<file path="config.mk">
export PLATFORM = sky130hd
export DESIGN_NAME = feistel_cipher_iter_flat
export DESIGN_NICKNAME = d
export VERILOG_FILES = /design/src/rtl/feistel_cipher_iter_if.sv /design/src/rtl/feistel_cipher_iter.sv /design/src/flat_wrapper.sv
export SDC_FILE = /design/constraint.sdc
export NUM_CORES = 1
export LEC_CHECK = 0
export CORE_MARGIN = 2
export CORE_UTILIZATION = 25
export CTS_BUF_LIST = sky130_fd_sc_hd__clkbuf_4 sky130_fd_sc_hd__clkbuf_8 sky130_fd_sc_hd__clkbuf_16
export CTS_CLUSTER_SIZE = 25
export DETAILED_ROUTE_END_ITERATION = 8
export PLACE_DENSITY = 0.5
export SETUP_SLACK_MARGIN = 0.5
export SYNTH_ARGS = -nofsm -noshare
export SYNTH_HDL_FRONTEND = slang
export SYNTH_SLANG_ARGS = --single-unit
</file>
<file path="constraint.sdc">
create_clock -name clock -period 1.8 [get_ports clock]
set_clock_uncertainty 0.15 [all_clocks]
set_input_delay 0.27 -clock clock [delete_from_list [all_inputs] [get_ports clock]]
set_output_delay 0.27 -clock clock [all_outputs]
set_load 0.01 [all_outputs]
</file>
<file path="src/rtl/feistel_cipher_iter_if.sv">
// Request/result bundle for feistel_cipher_iter: start/mode/block/key in,
// busy/end/result out.
interface feistel_cipher_iter_if #(
    parameter int BLOCK_W = 128
);
    logic                   encrypt_start;
    logic                   decrypt;
    logic [BLOCK_W-1:0]     Plain;
    logic [BLOCK_W/2-1:0]   Key;
    logic                   busy;
    logic                   encrypt_end;
    logic [BLOCK_W-1:0]     Cipher;

    modport master (
        output encrypt_start, decrypt, Plain, Key,
        input  busy, encrypt_end, Cipher
    );

    modport slave (
        input  encrypt_start, decrypt, Plain, Key,
        output busy, encrypt_end, Cipher
    );
endinterface

</file>
<file path="src/rtl/feistel_cipher_iter.sv">
// Iterative Feistel cipher, one round per clock, IDLE -> RUN -> DONE handshake.
// Define FEISTEL_DECRYPT_EN to honour the decrypt input; otherwise all ops encrypt.
module feistel_cipher_iter #(
    parameter int BLOCK_W = 128,
    parameter int ROUNDS  = 32,
    parameter int ROT_A   = 1,
    parameter int ROT_B   = 8,
    parameter int ROT_C   = 2
) (
    input  logic               clock,
    input  logic               reset,
    feistel_cipher_iter_if.slave bus
);
    localparam int H = BLOCK_W / 2;

    typedef enum logic [1:0] {IDLE, RUN, DONE} state_t;

    state_t         state;
    logic [H-1:0]   l, r, key;
    logic [7:0]     cnt;
    logic [7:0]     kidx;
    logic [H-1:0]   rk, nl, nr;

    function automatic logic [H-1:0] rotl(input logic [H-1:0] x, input int n);
        int s;
        s = n % H;
        return (x << s) | (x >> (H - s));
    endfunction

    function automatic logic [H-1:0] f_round(input logic [H-1:0] x, input logic [H-1:0] k);
        return (rotl(x, ROT_A) & rotl(x, ROT_B)) ^ rotl(x, ROT_C) ^ k;
    endfunction

`ifdef FEISTEL_DECRYPT_EN
    logic dec;

    // Decrypt walks the key schedule backwards and mirrors the half swap.
    always_comb begin
        kidx = dec ? (8'(ROUNDS - 1) - cnt) : cnt;
        rk   = key ^ H'(kidx);
        if (dec) begin
            nr = l;
            nl = r ^ f_round(l, rk);
        end else begin
            nl = r;
            nr = l ^ f_round(r, rk);
        end
    end
`else
    logic unused_decrypt;
    assign unused_decrypt = bus.decrypt;

    always_comb begin
        kidx = cnt;
        rk   = key ^ H'(kidx);
        nl   = r;
        nr   = l ^ f_round(r, rk);
    end
`endif

    always_ff @(posedge clock) begin
        if (reset) begin
            state           <= IDLE;
            l               <= '0;
            r               <= '0;
            key             <= '0;
            cnt             <= '0;
            bus.busy        <= 1'b0;
            bus.encrypt_end <= 1'b0;
            bus.Cipher      <= '0;
`ifdef FEISTEL_DECRYPT_EN
            dec             <= 1'b0;
`endif
        end else begin
            case (state)
                IDLE: begin
                    if (bus.encrypt_start) begin
                        l        <= bus.Plain[BLOCK_W-1:H];
                        r        <= bus.Plain[H-1:0];
                        key      <= bus.Key;
                        cnt      <= '0;
                        bus.busy <= 1'b1;
                        state    <= RUN;
`ifdef FEISTEL_DECRYPT_EN
                        dec      <= bus.decrypt;
`endif
                    end
                end
                RUN: begin
                    l   <= nl;
                    r   <= nr;
                    cnt <= cnt + 8'd1;
                    if (cnt == 8'(ROUNDS - 1)) begin
                        bus.Cipher      <= {nl, nr};
                        bus.encrypt_end <= 1'b1;
                        state           <= DONE;
                    end
                end
                DONE: begin
                    bus.encrypt_end <= 1'b0;
                    bus.busy        <= 1'b0;
                    state           <= IDLE;
                end
                default: state <= IDLE;
            endcase
        end
    end
endmodule

</file>
<file path="src/flat_wrapper.sv">
// flat-port wrapper written by rule: the top's interface ports become plain ports
module feistel_cipher_iter_flat 
#(
    parameter int BLOCK_W = 128,
    parameter int ROUNDS  = 32,
    parameter int ROT_A   = 1,
    parameter int ROT_B   = 8,
    parameter int ROT_C   = 2
)
  (clock, reset, bus_encrypt_start, bus_decrypt, bus_Plain, bus_Key, bus_busy, bus_encrypt_end, bus_Cipher);
  feistel_cipher_iter_if #(.BLOCK_W(BLOCK_W)) bus_i ();
  input  logic clock;
  input  logic reset;
  input wire logic [$bits(bus_i.encrypt_start)-1:0] bus_encrypt_start;
  input wire logic [$bits(bus_i.decrypt)-1:0] bus_decrypt;
  input wire logic [$bits(bus_i.Plain)-1:0] bus_Plain;
  input wire logic [$bits(bus_i.Key)-1:0] bus_Key;
  output wire logic [$bits(bus_i.busy)-1:0] bus_busy;
  output wire logic [$bits(bus_i.encrypt_end)-1:0] bus_encrypt_end;
  output wire logic [$bits(bus_i.Cipher)-1:0] bus_Cipher;
  assign bus_i.encrypt_start = bus_encrypt_start;
  assign bus_i.decrypt = bus_decrypt;
  assign bus_i.Plain = bus_Plain;
  assign bus_i.Key = bus_Key;
  assign bus_busy = bus_i.busy;
  assign bus_encrypt_end = bus_i.encrypt_end;
  assign bus_Cipher = bus_i.Cipher;
  feistel_cipher_iter #(.BLOCK_W(BLOCK_W), .ROUNDS(ROUNDS), .ROT_A(ROT_A), .ROT_B(ROT_B), .ROT_C(ROT_C)) u_core (.clock(clock), .reset(reset), .bus(bus_i));
endmodule
</file>
==> impl_metrics.json <==
{
  "start_util": 0.2527,
  "drv_cap": 0,
  "final_nets": 2156,
  "die_y_microns": 248.3,
  "rows": 89,
  "syn_area_sq_um": 14920,
  "numCtsBuffers": 40,
  "core_sq_um": 59020,
  "path_class": "flip-flop to flip-flop",
  "status": "finished clean",
  "peakVddDrop_mv": 0.5305,
  "cts_sinks": 332,
  "place_ws_ns": -0.2200,
  "netlist_top_cells_area": "dfxtp_1 (45%), xnor3_1 (9.7%), nand2_1 (4.9%), a21oi_1 (4.6%), xnor2_1 (4.2%)",
  "worstHoldPathCells": 3,
  "timing.rr.start": "u_core.cnt[0]",
  "finalCritPeriodShare": 0.9758,
  "gp_congestion": 0.8113,
  "worst_slack_ns": 0.04357,
  "yosysWarnings": 0,
  "p_sw_frac": 0.2785,
  "antenna_found_initial": 1,
  "finalSetupViolCount": 0,
  "synth_edf_count": 0,
  "worstPathMaxFanout": 8,
  "wl_per_cell_microns": 24.89,
  "slew_violations": 0,
  "cp-end-kind": "flip-flop",
  "first_global_vias": 13850,
  "final_cell_mix": "dfxtp_1 (201), nand2_1 (195), clkdlybuf4s50_1 (193)",
  "grt_pass1_wl_microns": 88420,
  "n_antenna_cell": 0,
  "synth_cells": 1596,
  "viasPerCell": 5.255,
  "postRouteAntennaNets": 0,
  "drive_gt1_frac": 0.3099,
  "cp.required_ns": 2.13,
  "route.detailed.drc": 0,
  "p_comb_frac": 0.176,
  "gr-total-overflow": 0,
  "pwr_density_cell_nw_per_um2": 882.3,
  "hp-start": "reset",
  "vias": 14510,
  "total_power_uw": 20540,
  "ctsHtreeMaxLevel": 2,
  "postRouteWirelength_microns": 68710,
  "mostFrequentLayoutCell": "dfxtp_1",
  "ff2ff_path_depth": 5,
  "fp.dieW_microns": 248.3,
  "dp_hpwl_microns": 40780,
  "r2r-end": "u_core.bus.Cipher[0]",
  "rsz0062_at_grt": "true",
  "synthDistinctLibCells": 43,
  "rrSetupSlack_ns": 0.04,
  "min_period_ns": 1.756,
  "drtPass1Iterations": 5,
  "hp-class": "input pin to flip-flop",
  "synth_top_flop_cell": "dfxtp_1",
  "cp.arrival_ns": 2.09,
  "max_clock_freq_mhz": 569.3,
  "slew-limit-headroom": 0.6150,
  "cts_tree": "done",
  "root_buffer": "clkbuf_16",
  "io_buffers": 324,
  "hold_viol": 0,
  "syn_to_final_growth_pct": 56.04,
  "async_flop_share": 0,
  "clock_path_buffers": 3,
  "startpoint_type": "flip-flop",
  "power_frac_seq": 0.407,
  "dieArea_sq_um": 61640,
  "avgSynthCellArea_sq_um": 9.346,
  "synth_top_area_share": 0.4456,
  "p_leak_uw": 0.008974,
  "top_level_ports": 326,
  "ys_seq_elements": 332,
  "internal_power_uw": 14820,
  "hold_end": "u_core.bus.Cipher[122]",
  "clk_pin_slew_ns": 0.06,
  "clkPwrFrac": 0.417,
  "drtIter0Drc": 1014,
  "yosys.area.top_type": "dfxtp_1",
  "clk_latency_ns": 0.55,
  "synth_fp_nets": 1793,
  "grt_max_degree": 78,
  "switching_power_uw": 5720,
  "tightest_slew_ns": 0.5774,
  "grtUsageTotal": 0.1890,
  "seq_area_frac_synth": 0.4456
}
## sequential cells by signal, indices dropped and copies added, names as in the netlist
register,count
u_core.key,64
u_core.cnt,8
u_core.l,64
u_core.bus.encrypt_end,1
u_core.bus.busy,1
u_core.bus.Cipher,128
u_core.nl,64
u_core.state,2
## metrics by stage
stage,TNS [ns],std cells,hold slack [ns],utilization,cell area [sq um]
floorplan,0,1596,0.2560,-,15370
global placement,-19.03,2606,0.2964,0.3345,19740
detailed placement,-23.55,2606,0.3066,0.3345,19740
CTS,0,2700,0.05827,0.3684,21740
global route,-0.1303,2761,0.08285,0.3944,23280
finish,0,2761,0.08973,0.3944,23280
## power groups by stage
stage	Clock [uW]	Combinational [uW]	Sequential, uW
2_1_floorplan	0	2020	8250
6_report	8560	3610	8370
3_5_place_dp	0	3220	8520
3_3_place_gp	0	3200	8520
5_1_grt	9000	3830	8400
4_1_cts	8710	3240	8350
## metal layers
layer,GRT usage,up-vias,share of wire
li1,-,6632,-
met1,0.2546,7259,0.44
met2,0.3091,530,0.48
met3,0.03070,87,0.064
met4,0.05830,2,0.022
met5,0,-,0.00012
## cell families after synthesis
logic type               Yosys count  synth area share
AO/OA/AOI/OAI                    509            0.2289
XOR/XNOR                         136            0.1389
adder cells (fa/ha/maj)            1         0.0008387
buffers and inverters            170           0.05343
flip-flops                       332            0.4456
AND/OR/NAND/NOR                  448            0.1324
## Yosys cell counts (3+ instances only)
library cell	count
dfxtp_1	332
nand2_1	195
nor2_1	147
a21oi_1	137
clkbuf_1	77
xnor2_1	72
a22oi_1	64
nand4_1	64
o31ai_1	64
xnor3_1	64
buf_2	61
a211oi_1	58
a31oi_1	57
o22ai_1	57
o221ai_1	45
nor4_1	19
buf_1	12
a22o_1	8
buf_4	8
o2bb2ai_1	8
buf_6	7
inv_1	4
nand3_1	4
nor3_2	3
or3_1	3
## worst max-delay path, stage by stage (launching register included)
cell	delay [ns]
dfxtp_4	0.35
ha_4	0.18
and4_4	0.16
buf_12	0.15
a31oi_2	0.46
a22o_1	0.23
## timing repair
action	CTS	global route
hold endpoints to repair	6	0
hold buffers	1	0
pin swaps	0	34
gates resized for setup	786	119
gates cloned	2	35
setup endpoints to repair	461	461
buffers inserted	20	26
## cell type report
class | instances | area, sq um
multi-input combinational | 1094 | 8262
inverter | 5 | 18.77
sequential | 332 | 6845
tap | 773 | 967.2
clock buffer | 60 | 1244
fill | 5798 | 35740
timing repair buffer | 486 | 5804
clock inverter | 11 | 135.1
## how the worst max path moves through the flow
| stage | endpoint | start | cells after the start | slack (ns) |
|---|---|---|---|---|
| floorplan | u_core.bus.Cipher[107] | u_core.cnt[7] | 6 | 0.17 |
| global placement | u_core.l[36] | bus_encrypt_start | 5 | -0.20 |
| detailed placement | u_core.l[41] | bus_encrypt_start | 5 | -0.22 |
| CTS | u_core.cnt[6] | u_core.cnt[1] | 5 | 0.08 |
| global route | u_core.cnt[6] | u_core.cnt[1] | 6 | -0.04 |
| finish | u_core.bus.Cipher[0] | u_core.cnt[0] | 5 | 0.04 |
Note: power is estimated with default switching activity, not from simulation.
